===== src/rtl/uart_rx_frame_check.sv =====
// -----------------------------------------------------------------------------
// uart_rx_frame_check
//
// UART receive frame checker. It sits between the RX bit sampler and the RX
// deserialiser and consumes one sampled bit per strobe after the start bit.
// It assembles the data word LSB first, checks the optional parity bit
// (even / odd / mark / space) and one or two stop bits. Each frame ends with a
// one-cycle frame_done pulse carrying the per-frame error flags. Sticky flags
// and saturating error counters accumulate results for the register file.
//
// Ports
//   clk            RX clock
//   rst            asynchronous active-low reset
//   frame_start    pulse at the start-bit sample; arms (or re-arms) the checker
//   bit_valid      strobe; sampled_bit is valid this cycle
//   sampled_bit    bit value from the sampler
//   data_len       data bits per frame; 0 or > DATA_WIDTH means DATA_WIDTH
//   par_en         parity bit present
//   par_typ        00 even, 01 odd, 10 mark, 11 space
//   stop_two       two stop bits expected
//   err_clr        clears sticky flags and counters
//   frame_done     one-cycle pulse; frame result valid
//   data_out       received word, unused MSBs 0
//   par_err        parity error of the last frame
//   stp_err        stop error of the last frame
//   par_err_sticky / stp_err_sticky   sticky error flags
//   par_err_cnt    / stp_err_cnt      saturating error counters
// -----------------------------------------------------------------------------
module uart_rx_frame_check #(
  parameter  int DATA_WIDTH = 8,
  parameter  int CNT_WIDTH  = 8,
  localparam int LEN_W      = $clog2(DATA_WIDTH + 1)
) (
  input  logic                  clk,
  input  logic                  rst,
  input  logic                  frame_start,
  input  logic                  bit_valid,
  input  logic                  sampled_bit,
  input  logic [LEN_W-1:0]      data_len,
  input  logic                  par_en,
  input  logic [1:0]            par_typ,
  input  logic                  stop_two,
  input  logic                  err_clr,
  output logic                  frame_done,
  output logic [DATA_WIDTH-1:0] data_out,
  output logic                  par_err,
  output logic                  stp_err,
  output logic                  par_err_sticky,
  output logic                  stp_err_sticky,
  output logic [CNT_WIDTH-1:0]  par_err_cnt,
  output logic [CNT_WIDTH-1:0]  stp_err_cnt
);

  typedef enum logic [2:0] {
    IDLE,
    DATA,
    PARITY,
    STOP1,
    STOP2,
    DONE
  } state_t;

  typedef enum logic [1:0] {
    PAR_EVEN  = 2'b00,
    PAR_ODD   = 2'b01,
    PAR_MARK  = 2'b10,
    PAR_SPACE = 2'b11
  } par_typ_t;

  state_t     state, state_next;

  // Frame configuration captured at frame_start and held for the whole frame.
  logic [LEN_W-1:0] cfg_len;
  logic             cfg_par_en;
  par_typ_t         cfg_par_typ;
  logic             cfg_stop_two;

  logic [LEN_W-1:0] bit_cnt;
  logic             running_xor;
  logic             par_pend;     // parity verdict waiting for the end of frame
  logic             stp_pend;     // a bad first stop bit waiting for the end of frame
  logic             par_expect;
  logic             last_data;
  logic             load_result;
  logic [LEN_W-1:0] len_eff;

  // Out-of-range lengths fall back to the full data width.
  assign len_eff   = (data_len == '0 || data_len > LEN_W'(DATA_WIDTH)) ?
                     LEN_W'(DATA_WIDTH) : data_len;
  assign last_data = (bit_cnt == cfg_len - LEN_W'(1));

  always_comb begin
    par_expect = 1'b0;
    unique case (cfg_par_typ)
      PAR_EVEN:  par_expect = running_xor;
      PAR_ODD:   par_expect = ~running_xor;
      PAR_MARK:  par_expect = 1'b1;
      PAR_SPACE: par_expect = 1'b0;
    endcase
  end

  // State register.
  // NOTE: clocked state uses non-blocking (<=) so every register samples the
  // pre-edge values of its neighbours; blocking here would create ordering races.
  always_ff @(posedge clk or negedge rst) begin
    if (!rst) state <= IDLE;
    else      state <= state_next;
  end

  // Next-state and output decode.
  always_comb begin
    // NOTE: every signal driven here gets a default first so no path leaves it
    // unassigned, which would otherwise infer a latch.
    state_next  = state;
    load_result = 1'b0;
    frame_done  = (state == DONE);

    // frame_start wins over everything, including a coincident bit_valid,
    // and re-arms from any state. DONE still reports its result this cycle.
    if (frame_start) begin
      state_next = DATA;
    end else begin
      unique case (state)
        IDLE: ;
        DATA: begin
          if (bit_valid && last_data) state_next = cfg_par_en ? PARITY : STOP1;
        end
        PARITY: begin
          if (bit_valid) state_next = STOP1;
        end
        STOP1: begin
          if (bit_valid) begin
            if (cfg_stop_two) begin
              state_next = STOP2;
            end else begin
              state_next  = DONE;
              load_result = 1'b1;
            end
          end
        end
        STOP2: begin
          if (bit_valid) begin
            state_next  = DONE;
            load_result = 1'b1;
          end
        end
        DONE:    state_next = IDLE;
        default: state_next = IDLE;
      endcase
    end
  end

  // Frame datapath: shift register, parity accumulation, per-frame results.
  always_ff @(posedge clk or negedge rst) begin
    if (!rst) begin
      cfg_len      <= LEN_W'(DATA_WIDTH);
      cfg_par_en   <= 1'b0;
      cfg_par_typ  <= PAR_EVEN;
      cfg_stop_two <= 1'b0;
      bit_cnt      <= '0;
      running_xor  <= 1'b0;
      par_pend     <= 1'b0;
      stp_pend     <= 1'b0;
      data_out     <= '0;
      par_err      <= 1'b0;
      stp_err      <= 1'b0;
    end else if (frame_start) begin
      cfg_len      <= len_eff;
      cfg_par_en   <= par_en;
      cfg_par_typ  <= par_typ_t'(par_typ);
      cfg_stop_two <= stop_two;
      bit_cnt      <= '0;
      running_xor  <= 1'b0;
      par_pend     <= 1'b0;
      stp_pend     <= 1'b0;
      data_out     <= '0;
      par_err      <= 1'b0;
      stp_err      <= 1'b0;
    end else begin
      if (state == DATA && bit_valid) begin
        data_out    <= data_out | (DATA_WIDTH'(sampled_bit) << bit_cnt);
        running_xor <= running_xor ^ sampled_bit;
        bit_cnt     <= bit_cnt + LEN_W'(1);
      end
      if (state == PARITY && bit_valid) begin
        par_pend <= (sampled_bit != par_expect);
      end
      if ((state == STOP1 || state == STOP2) && bit_valid && !sampled_bit) begin
        stp_pend <= 1'b1;
      end
      // The final stop bit is folded in directly so the result lands on the
      // same edge that enters DONE.
      if (load_result) begin
        par_err <= par_pend;
        stp_err <= stp_pend | ~sampled_bit;
      end
    end
  end

  // Sticky flags and saturating counters; a clear beats a coincident error.
  always_ff @(posedge clk or negedge rst) begin
    if (!rst) begin
      par_err_sticky <= 1'b0;
      stp_err_sticky <= 1'b0;
      par_err_cnt    <= '0;
      stp_err_cnt    <= '0;
    end else if (err_clr) begin
      par_err_sticky <= 1'b0;
      stp_err_sticky <= 1'b0;
      par_err_cnt    <= '0;
      stp_err_cnt    <= '0;
    end else if (state == DONE) begin
      if (par_err) begin
        par_err_sticky <= 1'b1;
        if (par_err_cnt != '1) par_err_cnt <= par_err_cnt + CNT_WIDTH'(1);
      end
      if (stp_err) begin
        stp_err_sticky <= 1'b1;
        if (stp_err_cnt != '1) stp_err_cnt <= stp_err_cnt + CNT_WIDTH'(1);
      end
    end
  end

endmodule

===== config.mk =====
export PLATFORM = sky130hd
export DESIGN_NAME = uart_rx_frame_check
export DESIGN_NICKNAME = d
export VERILOG_FILES = /design/src/rtl/uart_rx_frame_check.sv
export SDC_FILE = /design/constraint.sdc
export NUM_CORES = 1
export LEC_CHECK = 0
export ABC_AREA = 1
export BUFFER_PORTS_ARGS = -buffer_cell sky130_fd_sc_hd__buf_2
export CAP_MARGIN = 20
export CELL_PAD_IN_SITES_DETAIL_PLACEMENT = 2
export CELL_PAD_IN_SITES_GLOBAL_PLACEMENT = 2
export CORE_MARGIN = 1.5
export CORE_UTILIZATION = 35
export CTS_CLUSTER_SIZE = 16
export DETAILED_ROUTE_END_ITERATION = 8
export GPL_TIMING_DRIVEN = 0
export PLACE_DENSITY = 0.95
export SETUP_SLACK_MARGIN = 0.4
export SKIP_CTS_REPAIR_TIMING = 1
export SLEW_MARGIN = 40
export SYNTH_ARGS = -nofsm -noshare
export SYNTH_HDL_FRONTEND = slang
export SYNTH_SLANG_ARGS = --single-unit

===== constraint.sdc =====
create_clock -name clk -period 3.6 [get_ports clk]
set_clock_uncertainty 0.2 [all_clocks]
set_input_delay 0.72 -clock clk [delete_from_list [all_inputs] [get_ports clk]]
set_output_delay 0.72 -clock clk [all_outputs]
set_load 0.1 [all_outputs]

=== After elaboration in Yosys (flattened, before gate mapping) ===
Cells that the tools add are included.

* Latch bits: 0
* Memories: 0
* ROM bits: 0
* Flip-flop bits (word level): 46
* Logic and storage cells: 112
* Output and inout port bits: 29
* Bits of input ports: 14
* RAM bits: 0

* Shift-type cells: 1
* Bitwise logic cells: 5
* Div/mod/pow operators: 0
* Muxes and demuxes: 43
* $add $sub $neg: 4
* Equality and inequality tests: 17
* Reductions and logical operators: 25
* $mul: 0
* Order comparisons: 1

{| class="wikitable"
|+ Operators by type and width
! kind !! number
|-
| 8-bit two-way mux || 10
|-
| 1-bit two-way mux || 22
|-
| 2-bit nonzero test || 9
|-
| 8-bit by 1-bit adder with 8-bit output, second input constant || 2
|-
| 8-bit inequality test, second input constant || 2
|-
| 3-bit two-way mux || 5
|-
| 3-bit one-hot mux with 5 select lines || 1
|-
| 4-bit two-way mux || 3
|-
| 3-bit inequality test, second input constant || 4
|-
| 8-bit bitwise OR || 1
|-
| 1-bit by 4-bit << shifter with 8-bit output || 1
|-
| 3-bit by 2-bit == test with 1-bit output, second input constant || 2
|-
| 3-bit == test, second input constant || 2
|-
| 3-bit AND reduction || 2
|-
| 1-bit logical AND || 5
|-
| 5-bit AND reduction || 1
|-
| 4-bit by 1-bit adder with 4-bit output, second input constant || 1
|-
| 2-bit == test, second input constant || 2
|-
| 4-bit == test || 1
|-
| 4-bit > comparator, second input constant || 1
|-
| 4-bit zero test || 1
|-
| 1-bit one-hot mux with 4 select lines || 1
|-
| 2-bit AND reduction || 2
|-
| 4-bit by 1-bit subtractor with 4-bit output, second input constant || 1
|-
| 12 further kinds || 14
|}

=== Longest topological paths before layout ===
Gate-level depths: netlist of the first run.

* Word-level depth: 6
* Gate-level depth with buffers: 12
* Mapped depth without buffers: 12

=== Worst setup path before layout of the first run ===
No wires, ideal clock.

* Path kind: register to register
* From: register par_err_cnt[0]
* To: register par_err_cnt[3]
* Library setup time: 169 ps
* Data required time: 3231 ps
* Clock period less this slack: 2295 ps
* Stages on the path, launching flop included: 9
* Arrival time: 1927 ps
* Slack: 1305 ps
* Path buffers: 0
* Path through: dfrtp_1 -> ha_1 -> nand2_1 -> nor2_1 -> nand2_1 -> nand2_4 -> nor2_4 -> o21ai_0 -> a21oi_1

* Longest elaborated chain between the ends: 5
* Elaborated cells on any way between the ends: 8
* Those cells by class: add/sub (1); eq/ne (1); mux (4); reduce/logical (2)

{| class="wikitable"
|+ RTL lines
! item !! line !! text
|-
| from (decl) || 50 || <nowiki>output logic [CNT_WIDTH-1:0] par_err_cnt,</nowiki>
|-
| from (signal assigned) || 215 || <nowiki>if (par_err_cnt != '1) par_err_cnt <= par_err_cnt + CNT_WIDTH'(1);</nowiki>
|-
| 8-bit by 1-bit adder with 8-bit output || 215 ||
|-
| 8-bit two-way mux || 215 ||
|-
| 8-bit two-way mux || 213 || <nowiki>if (par_err) begin</nowiki>
|-
| 8-bit two-way mux || 212 || <nowiki>end else if (state == DONE) begin</nowiki>
|-
| 8-bit two-way mux || 207 || <nowiki>end else if (err_clr) begin</nowiki>
|}

Parallel ways exist; a longest one is shown, timed or not. The select of a mux whose other input is x is not followed.
A chain may end at the register's enable or synchronous reset.

=== Worst setup path after layout of the first run ===
* From: register state[1]
* To: output port frame_done

* Longest elaborated chain between the ends: 1

{| class="wikitable"
|+ RTL lines
! item !! line !! text
|-
| from (decl) || 70 || <nowiki>state_t state, state_next;</nowiki>
|-
| from (signal assigned) || 107 || <nowiki>else state <= state_next;</nowiki>
|-
| 3-bit == test || 116 || <nowiki>frame_done = (state == DONE);</nowiki>
|-
| to (decl) || 44 || <nowiki>output logic frame_done,</nowiki>
|}

No other way between the ends.

==> results of run 1 <==
logic make-up after synthesis:
group | share of synthesized area
simple gates | 0.279
compound gates | 0.135
buf+inv | 0.0768
flops | 0.478
fa+ha+maj | 0.0207
xor+xnor | 0.0109
sequential cells by signal (all words and copies together), names as in the netlist, 2 cells and up:
register / cells
data_out: 8
state: 3
cfg_par_typ: 2
par_err_cnt: 8
bit_cnt: 4
cfg_len: 4
stp_err_cnt: 8
worst reg2reg max path: stages, from the launching register on:
cell,delay [ns]
dfrtp_1,0.39
inv_1,0.10
ha_1,0.31
inv_1,0.05
nand2_1,0.07
nand2_1,0.06
nor2_1,0.11
nand3_1,0.11
nand2_1,0.13
nand3_1,0.11
nand3_1,0.09
nand2_1,0.06
area by class of cell:
cell class | instances | area (µm²) | share of cell area
buffer | 6 | 31.3 | 0.0109
sequential | 46 | 1150 | 0.403
inverter | 41 | 154 | 0.0538
clock inverter | 2 | 60.1 | 0.0210
clock buffer | 6 | 82.6 | 0.0288
timing repair buffer | 41 | 208 | 0.0726
multi-input combinational | 205 | 1070 | 0.375
tap | 80 | 100 | 0.0350
metal layers:
| metal | wire length [µm] | part of all wire | track usage | vias up |
|---|---|---|---|---|
| li1 | - | - | - | 1061 |
| met1 | 2770 | 0.40 | 0.222 | 1081 |
| met2 | 3820 | 0.55 | 0.391 | 42 |
| met3 | 202 | 0.029 | 0.0318 | 11 |
| met4 | 93 | 0.014 | 0.0557 | 0 |
| met5 | 0 | 0 | 0 | - |
metrics by stage:
step | hold WS [ns] | setup slack (ns)
floorplan | 0.224 | 1.30
global placement | 0.270 | 1.51
detailed placement | 0.277 | 1.48
CTS | 0.242 | 1.13
global route | 0.257 | 1.10
finish | 0.215 | 1.15
worst paths after layout:
kind | from | endpoint | depth (start not counted)
max in group asynchronous | rst | cfg_len[2] | 1
min in group clk | running_xor | running_xor | 1
setup reg to reg | cfg_len[0] | state[1] | 11
hold / removal | rst | par_err_cnt[7] | 1
setup / recovery | state[1] | frame_done | 4
hold reg to reg | running_xor | running_xor | 1
Yosys cell counts:
master	count
inv_1	37
nor3_1	3
clkbuf_1	4
o21a_1	3
o21bai_1	1
o21ai_0	14
o21ai_1	3
dfstp_2	1
o21ai_4	1
buf_2	1
o22ai_1	3
xor2_1	3
nand2_1	64
nand3_1	23
a211oi_2	1
o31ai_1	1
a31oi_1	6
dfrtp_1	45
nor3_4	2
nor2_4	5
a211oi_1	1
nor4_1	1
nand4_1	3
ha_1	4
nand3_4	1
nor3_2	1
nand2_4	2
buf_6	1
nor2_1	37
inv_2	4
a21oi_1	22
power breakdown:
part	switching (mW)	internal, mW
clock network	0.183	0.296
logic	0.262	0.104
registers	0.0546	0.554
total	0.500	0.954
==> results.md, run 1 <==
* Final Hold Viols at 0
* Hold WC Path Type: input pin to async pin
* Tot GR Track Use at 0.200
* Io pins at 43
* Critical path's slowest cell: dfrtp_1
* Unrepaired setup endpoints after global routing: false
* Largest net degree at the start of global routing at between 40 and 50
* Final Max Tran Viols at 0
* Crit Path Class: register to output pin
* Largest fanout on the critical path at 6
* Syn-to-layout area delta at 18.7%
* CP cell instances: inv_2, nand3_4, inv_1, buf_2
* PD cells at between 500 and 600 mW/mm²
* CP bufs+invs at 3
* Mean Syn Cell Area at slightly above 8 µm²
* Commonest non-fill, non-tap cells in the layout: nand2_1, dfrtp_1, buf_2
* Synth area leaders: dfrtp_1, nand2_1, inv_1
* Fillers at 789
* First-pass GRT wire length at 11600 µm
* Synth area leader: dfrtp_1
* Gpl congestion at 0.786
* DP Area at roughly 0.0027 mm²
* Period Utilization, post-route at 0.681
* Cells after Synth at 298
* CTS Buffer Depth at 2
* Clock Sinks at between 40 and 50
* Setup Viol. Count Final at 0
* Iteration-0 DRC count of the detailed router at 37
* Total gr overflow at 0
* Yosys warning total at 0
* Worst endpoint required time at between 2 and 3 ns
* Via density per instance at a little over 5
* Syn_nets at roughly 320
* Vias at approximately 2200
* Num rows at 30
* Leakage at between 1 and 1.5 nW
* Wirelength per Cell at ~16 µm
* Slew @ Worst Pin at between 0.6 and 0.7 ns
* Layout Nets at 364
* CTS tree: yes
* Startpoint Class: register
* Flops & latches, synth at 46
* DRT Pass-1 Iters at 4
* # diodes at 0
* Maximum vdd drop at 0.275 mV
* Final Total Pwr at ~1.5 mW
* Max_cap viols at 0
* Die ar. at about 0.0074 mm²
* Input/output buffers at slightly above 40
* Reg-to-reg slack, setup at between 1.5 and 2 ns
* Outcome: finished, final reports clean
* CTS root buf: clkbuf_8
* Slowest cell delay on critical path at between 0.4 and 0.5 ns
* Max Freq at 0.408 GHz
* Starting Density at 0.359
* Top delay family on crit path: buffers and inverters
* Final HPWL DP at 5350 µm
* Share of the synthesized area in the top cell type at 0.467
* Htree depth at 2
* CTS buffer count at 5
* Layout cells sized above 1 at 0.199
* Total wire length at around 7000 µm
* Die W at approximately 86 µm
* Area of the mapped netlist at 0.00241 mm²
* Placed cells at between 400 and 500
* TNS Setup at 0 ns
* Clock slew at reported path FFs at around 0.090 ns
* Fin cells at 427
* Commonest non-fill, non-tap cell in the layout: nand2_1
* Arr. time, crit path at roughly 1.5 ns
* Post-synthesis sequential area ratio at 0.478
* Die height at roughly 86 µm
* Remaining antenna violation count at 0
* DR DRC count at 0
* Initial antenna violation count at 0
* Core Footprint at ~0.0067 mm²
* Max_slew headroom at 0.597
* Min Tclk post-route at about 2.5 ns
* Endpoint class of the critical path: output pin
* Vias in the first global route at 2501
* Post-Route Utilization at 0.426
* Distinct cell type count after synthesis at 31
* Final instance area at around 0.0029 mm²
* Worst skew pair latency at 0.30 ns
Power figures use the tool's default switching activity.
==> run 2: changes to the inputs <==
- CORE_UTILIZATION: 35 -> 29
- PLACE_DENSITY: 0.95 -> 0.87
- clock period: 3.6 -> 2.1 ns (I/O delays scaled with it)
==> results.md, run 2 (same netlist as run 1, synthesis figures left out) <==
* Initial antenna violation count at 0 (unchanged)
* Hold EP: cfg_stop_two
* Die W at 94.2 µm (was 86.0 µm)
* Final Hold Viols at 0 (unchanged)
* # diodes at 0 (unchanged)
* Tot GR Track Use at 0.174 (was 0.200)
* Max_slew headroom at 0.572 (was 0.597)
* Setup Viol. Count Final at 0 (unchanged)
* Largest net degree at the start of global routing at 47 (unchanged)
* DRT Pass-1 Iters at 4 (unchanged)
* Outcome: finished, final reports clean (unchanged)
* Core Footprint at 0.00813 mm² (was 0.00672 mm²)
* Max Freq at ~0.53 GHz
* Vias in the first global route at 2483 (was 2501)
* CTS root buf: clkbuf_8 (unchanged)
* Maximum vdd drop at 0.322 mV (was 0.275 mV)
* Largest fanout on the critical path at 7 (was 6)
* Layout Nets at 380 (was 364)
* Num rows at 33 (was 30)
* FF-to-FF Start: state[1] (was cfg_len[0])
* Startpoint Class: register (unchanged)
* Vias at 2376 (was 2195)
* Io pins at 43 (unchanged)
* Reg2reg path depth at 9 (was 11)
* Syn-to-layout area delta at 38.5% (was 18.7%)
* Commonest non-fill, non-tap cell in the layout: nand2_1 (unchanged)
* Htree depth at 2 (unchanged)
* Total gr overflow at 0 (unchanged)
* Reg-to-reg slack, setup at 0.22 ns (was 1.72 ns)
* Crit path top cell by count: nor2_4
* Unrepaired setup endpoints after global routing: true (was false)
* Slowest cell delay on critical path at 0.47 ns (was 0.49 ns)
* Worst skew pair latency at 0.31 ns (was 0.30 ns)
* Period Utilization, post-route at 0.897
* Clock Sinks at 46 (unchanged)
* Clock slew at reported path FFs at 0.09 ns (about the same)
* Input/output buffers at 41 (unchanged)
* Max_cap viols at 0 (unchanged)
* Arr. time, crit path at 1.87 ns (was 1.53 ns)
* Critical path's slowest cell: dfrtp_2 (was dfrtp_1)
* CTS tree: yes (unchanged)
* Endpoint class of the critical path: register (was output pin)
* Commonest non-fill, non-tap cells in the layout: nand2_1, inv_1, nor2_1 (was nand2_1, dfrtp_1, buf_2)
* Fin cells at 468 (was 427)
* Placed cells at 444 (was 419)
* Final HPWL DP at 5350 µm (about the same)
* Iteration-0 DRC count of the detailed router at 48 (was 37)
* Layout cells sized above 1 at 0.375 (was 0.199)
* Die ar. at 0.00887 mm² (was 0.00740 mm²)
* Slew @ Worst Pin at 0.642 ns (was 0.604 ns)
* DR DRC count at 0 (unchanged)
* Remaining antenna violation count at 0 (unchanged)
* PD cells at 805 mW/mm² (was 508 mW/mm²)
* Final worst slack at 0.216 ns (was 1.15 ns)
* Min Tclk post-route at ~1.9 ns
* Leading registers by flop count: data_out (8), par_err_cnt (8), stp_err_cnt (8) (unchanged)
* CP cell instances: inv_4, nand3_4, buf_4, nor2_4, nand2_4, nor2_4, nand2_2, o21ai_1, a21oi_1 (was inv_2, nand3_4, inv_1, buf_2)
* Worst endpoint required time at 2.09 ns (was 2.68 ns)
* DP Worst Slack at 0.272 ns (was 1.48 ns)
* Leakage at 1.54 nW (was 1.48 nW)
* Die height at 94.2 µm (was 86.0 µm)
* First-pass GRT wire length at 11900 µm (was 11600 µm)
* TNS Setup at 0 ns (unchanged)
* Via density per instance at 5.08 (was 5.14)
* CTS Buffer Depth at 2 (unchanged)
* Hold WC Path Type: input pin to register (was input pin to async pin)
* Final Max Tran Viols at 0 (unchanged)
* CTS buffer count at 5 (unchanged)
* Starting Density at 0.297 (was 0.359)
* Wirelength per Cell at 19.0 µm (was 16.1 µm)
* Worst Hold Launch: stop_two
* Worst reg2reg endpoint: par_err_cnt[7] (was state[1])
* Hold path depth at 3
* Total wire length at 8910 µm (was 6880 µm)
* Crit Path Class: register to register (was register to output pin)
* Gpl congestion at 0.766 (was 0.786)
-- run 2: cell types whose count changed in the layout (fill, tap and decap cells not counted), sizes merged --
cell,previous run,this run
clkinvlp,0,1
clkbuf,10,24
buf,43,44
dlygate4sd3,0,1
inv,41,40
-- run 2: final cells by class --
type                            instances  area [µm²]
Inverter                               41         165
Buffer                                  6        31.3
Multi-Input combinational cell        205        1200
Sequential cell                        46        1210
Clock buffer                            6        82.6
Fill cell                             895        4790
Tap cell                              105         131
Clock inverter                          2        60.1
Timing Repair Buffer                   57         460
-- run 2: worst max-delay path by stage --
stage	depth (start not counted)	end	slack [ns]	start
6_report	9	par_err_cnt[7]	0.22	state[1]
2_1_floorplan	9	par_err_cnt[7]	0.31	par_err_cnt[0]
3_5_place_dp	4	frame_done	0.27	state[1]
4_1_cts	4	frame_done	-0.06	state[1]
3_3_place_gp	4	frame_done	0.28	state[1]
5_1_grt	9	par_err_cnt[7]	0.14	state[1]
-- run 2: stage by stage --
| stage | instance area (µm²) | power, mW | hold slack (ns) | utilization |
|---|---|---|---|---|
| final | 3340 | 2.69 | 0.122 | 0.411 |
| after global routing | 3340 | 2.82 | 0.121 | 0.411 |
| after CTS | 3000 | 2.54 | -0.0523 | 0.368 |
| after detailed placement | 2850 | 1.69 | 0.279 | 0.351 |
| after global placement | 2850 | 1.65 | 0.273 | 0.350 |
| after floorplan | 2510 | 1.51 | -0.0756 | - |
-- run 2: where the power goes --
part           internal [mW]  total [mW]  leakage (nW)  switching [mW]
sequential             0.955        1.04         0.582          0.0880
combinational          0.264       0.801         0.883           0.536
clock                  0.508       0.846        0.0714           0.337
total                   1.73        2.69          1.54           0.961
-- run 2: metal layers --
| metal | vias to the layer above | share of wire | GRT usage |
|---|---|---|---|
| li1 | 1095 | - | - |
| met1 | 1233 | 0.41 | 0.200 |
| met2 | 33 | 0.54 | 0.326 |
| met3 | 15 | 0.020 | 0.0227 |
| met4 | 0 | 0.025 | 0.0609 |
| met5 | - | 0 | 0 |
-- run 2: critical path: cells and delay by family (launching register included) --
family / cells / cell delay (ns)
and+or+nand+nor: 5 / 0.61
DFF: 1 / 0.47
buffers and inverters: 2 / 0.25
AOI/OAI and AO/OA: 2 / 0.23
==> run 3: changes to the inputs <==
- REMOVE_ABC_BUFFERS: not set -> 1
==> results.md, run 3 (same netlist as run 1, synthesis figures left out) <==
* Hold WC Path Type: input pin to register (unchanged)
* Layout cells sized above 1 at 0.358 (was 0.375)
* Gpl congestion at 0.772 (was 0.766)
* CTS buffer count at 5 (unchanged)
* Maximum vdd drop at 0.413 mV (was 0.322 mV)
* Max Freq at 0.541 GHz (was 0.531 GHz)
* Tot GR Track Use at 0.170 (was 0.174)
* Startpoint Class: register (unchanged)
* Largest net degree at the start of global routing at 47 (unchanged)
* FF-to-FF Start: state[1] (unchanged)
* Clock slew at reported path FFs at 0.10 ns (was 0.09 ns)
* Initial antenna violation count at 0 (unchanged)
* Worst endpoint required time at 1.48 ns (was 2.09 ns)
* Setup Viol. Count Final at 0 (unchanged)
* First-pass GRT wire length at 11800 µm (was 11900 µm)
* Worst reg2reg endpoint: stp_err (was par_err_cnt[7])
* Leakage at 1.56 nW (was 1.54 nW)
* Total wire length at 8050 µm (was 8910 µm)
* Leading registers by flop count: data_out (8), par_err_cnt (8), stp_err_cnt (8) (unchanged)
* Endpoint class of the critical path: output pin (was register)
* Comb power frac at 0.331 (was 0.298)
* Core Footprint at 0.00813 mm² (unchanged)
* Io pins at 43 (unchanged)
* CTS tree: yes (unchanged)
* Outcome: finished, final reports clean (unchanged)
* Starting Density at 0.297 (unchanged)
* Iteration-0 DRC count of the detailed router at 79 (was 48)
* Vias at 2330 (was 2376)
* Unrepaired setup endpoints after global routing: true (unchanged)
* DR DRC count at 0 (unchanged)
* Clock Sinks at 46 (unchanged)
* Clock power share at 0.264 (was 0.314)
* Reg2reg path depth at 9 (unchanged)
* Die W at 94.2 µm (unchanged)
* PD cells at 786 mW/mm² (was 805 mW/mm²)
* Htree depth at 2 (unchanged)
* Num rows at 33 (unchanged)
* Vias in the first global route at 2511 (was 2483)
* Worst Hold Launch: par_typ[0] (was stop_two)
* Psw at 961 µW (about the same)
* CTS Buffer Depth at 2 (unchanged)
* Final Max Tran Viols at 0 (unchanged)
* Max_slew headroom at 0.588 (was 0.572)
* Commonest non-fill, non-tap cells in the layout: nand2_1, dfrtp_1, nor2_1 (was nand2_1, inv_1, nor2_1)
* Die ar. at 0.00887 mm² (unchanged)
* P_int at 1.63 mW (was 1.73 mW)
* Commonest non-fill, non-tap cell in the layout: nand2_1 (unchanged)
* Final Hold Viols at 0 (unchanged)
* Period Utilization, post-route at 0.881 (was 0.897)
* # diodes at 0 (unchanged)
* Remaining antenna violation count at 0 (unchanged)
* Worst skew pair latency at 0.31 ns (about the same)
* Fin cells at 474 (was 468)
* Die height at 94.2 µm (unchanged)
* Total gr overflow at 0 (unchanged)
* Crit Path Class: register to output pin (was register to register)
* Slew @ Worst Pin at 0.618 ns (was 0.642 ns)
* DRT Pass-1 Iters at 4 (unchanged)
* Input/output buffers at 42 (was 41)
* Hold EP: cfg_par_typ[0] (was cfg_stop_two)
* Max_cap viols at 0 (unchanged)
* Layout Nets at 386 (was 380)
* Final HPWL DP at 5090 µm (was 5350 µm)
* Min Tclk post-route at 1.85 ns (was 1.88 ns)
* Via density per instance at 4.92 (was 5.08)
* Final Total Pwr at 2.59 mW (was 2.69 mW)
* Post-Route Utilization at 0.405 (was 0.411)
* Wirelength per Cell at 17.0 µm (was 19.0 µm)
* Reg-to-reg slack, setup at 0.29 ns (was 0.22 ns)
* Largest fanout on the critical path at 5 (was 7)
* Sw frac at 0.372 (was 0.358)
* Hold path depth at 3 (unchanged)
* Syn-to-layout area delta at 36.5% (was 38.5%)
* Placed cells at 439 (was 444)
* CTS root buf: clkbuf_8 (unchanged)
* Arr. time, crit path at 1.23 ns (was 1.87 ns)
* Share of power burned in registers at 0.405 (was 0.388)
## run 3: changes by cell type in the layout (fill, tap and decap cells not counted), moves of 3 or more
| cell | delta |
|---|---|
| nand2_1 | +3 |
| buf_6 | -3 |
| dfrtp_4 | -11 |
| clkbuf_1 | -3 |
| buf_4 | +11 |
| dfrtp_2 | -3 |
| dfrtp_1 | +14 |
## run 3: cell type report
| type | instances | area, µm² |
|---|---|---|
| fill | 951 | 4840 |
| multi-input combinational | 205 | 1180 |
| sequential | 46 | 1160 |
| timing repair buffer | 69 | 541 |
| inverter | 41 | 165 |
| tap | 105 | 131 |
| clock buffer | 6 | 72.6 |
| clock inverter | 2 | 37.5 |
## run 3: worst max path at each step
stage | startpoint | to | slack, ns | cells past startpoint
after floorplan | par_err_cnt[0] | par_err_cnt[3] | -0.20 | 8
after global placement | frame_start | cfg_len[3] | 0.19 | 6
after detailed placement | frame_start | cfg_len[3] | 0.18 | 6
after CTS | state[1] | frame_done | -0.09 | 4
after global routing | state[1] | stp_err | 0.18 | 9
final | state[1] | frame_done | 0.25 | 4
## run 3: critical path, cell delays in order (launching register included)
cell and delay [ns]:
dfrtp_2 0.47, inv_4 0.09, nand3_4 0.09, inv_2 0.10
buf_12 0.17
## run 3: metal layers
layer,routed length [µm],up-vias,track usage
met3,234,9,0.0291
met4,131,0,0.0435
met1,3060,1168,0.191
met5,0,-,0
li1,-,1107,-
met2,4620,46,0.327
## run 3: power by group through the flow
stage / clock network [mW] / logic (mW) / registers [mW]
2_1_floorplan: 0 / 0.368 / 1.11
3_3_place_gp: 0 / 0.574 / 1.05
3_5_place_dp: 0 / 0.614 / 1.06
4_1_cts: 0.710 / 0.622 / 1.04
5_1_grt: 0.741 / 0.939 / 1.06
6_report: 0.684 / 0.855 / 1.05
## run 3: per-stage QoR
| stage | hold slack [ns] | setup WS, ns | TNS (ns) | cell area [µm²] |
|---|---|---|---|---|
| detailed placement | 0.278 | 0.179 | 0 | 2730 |
| global route | 0.111 | 0.184 | 0 | 3290 |
| global placement | 0.266 | 0.191 | 0 | 2720 |
| floorplan | -0.0756 | -0.195 | -2.15 | 2380 |
| CTS | -0.0581 | -0.0906 | -0.0906 | 2840 |
| finish | 0.112 | 0.250 | 0 | 3290 |
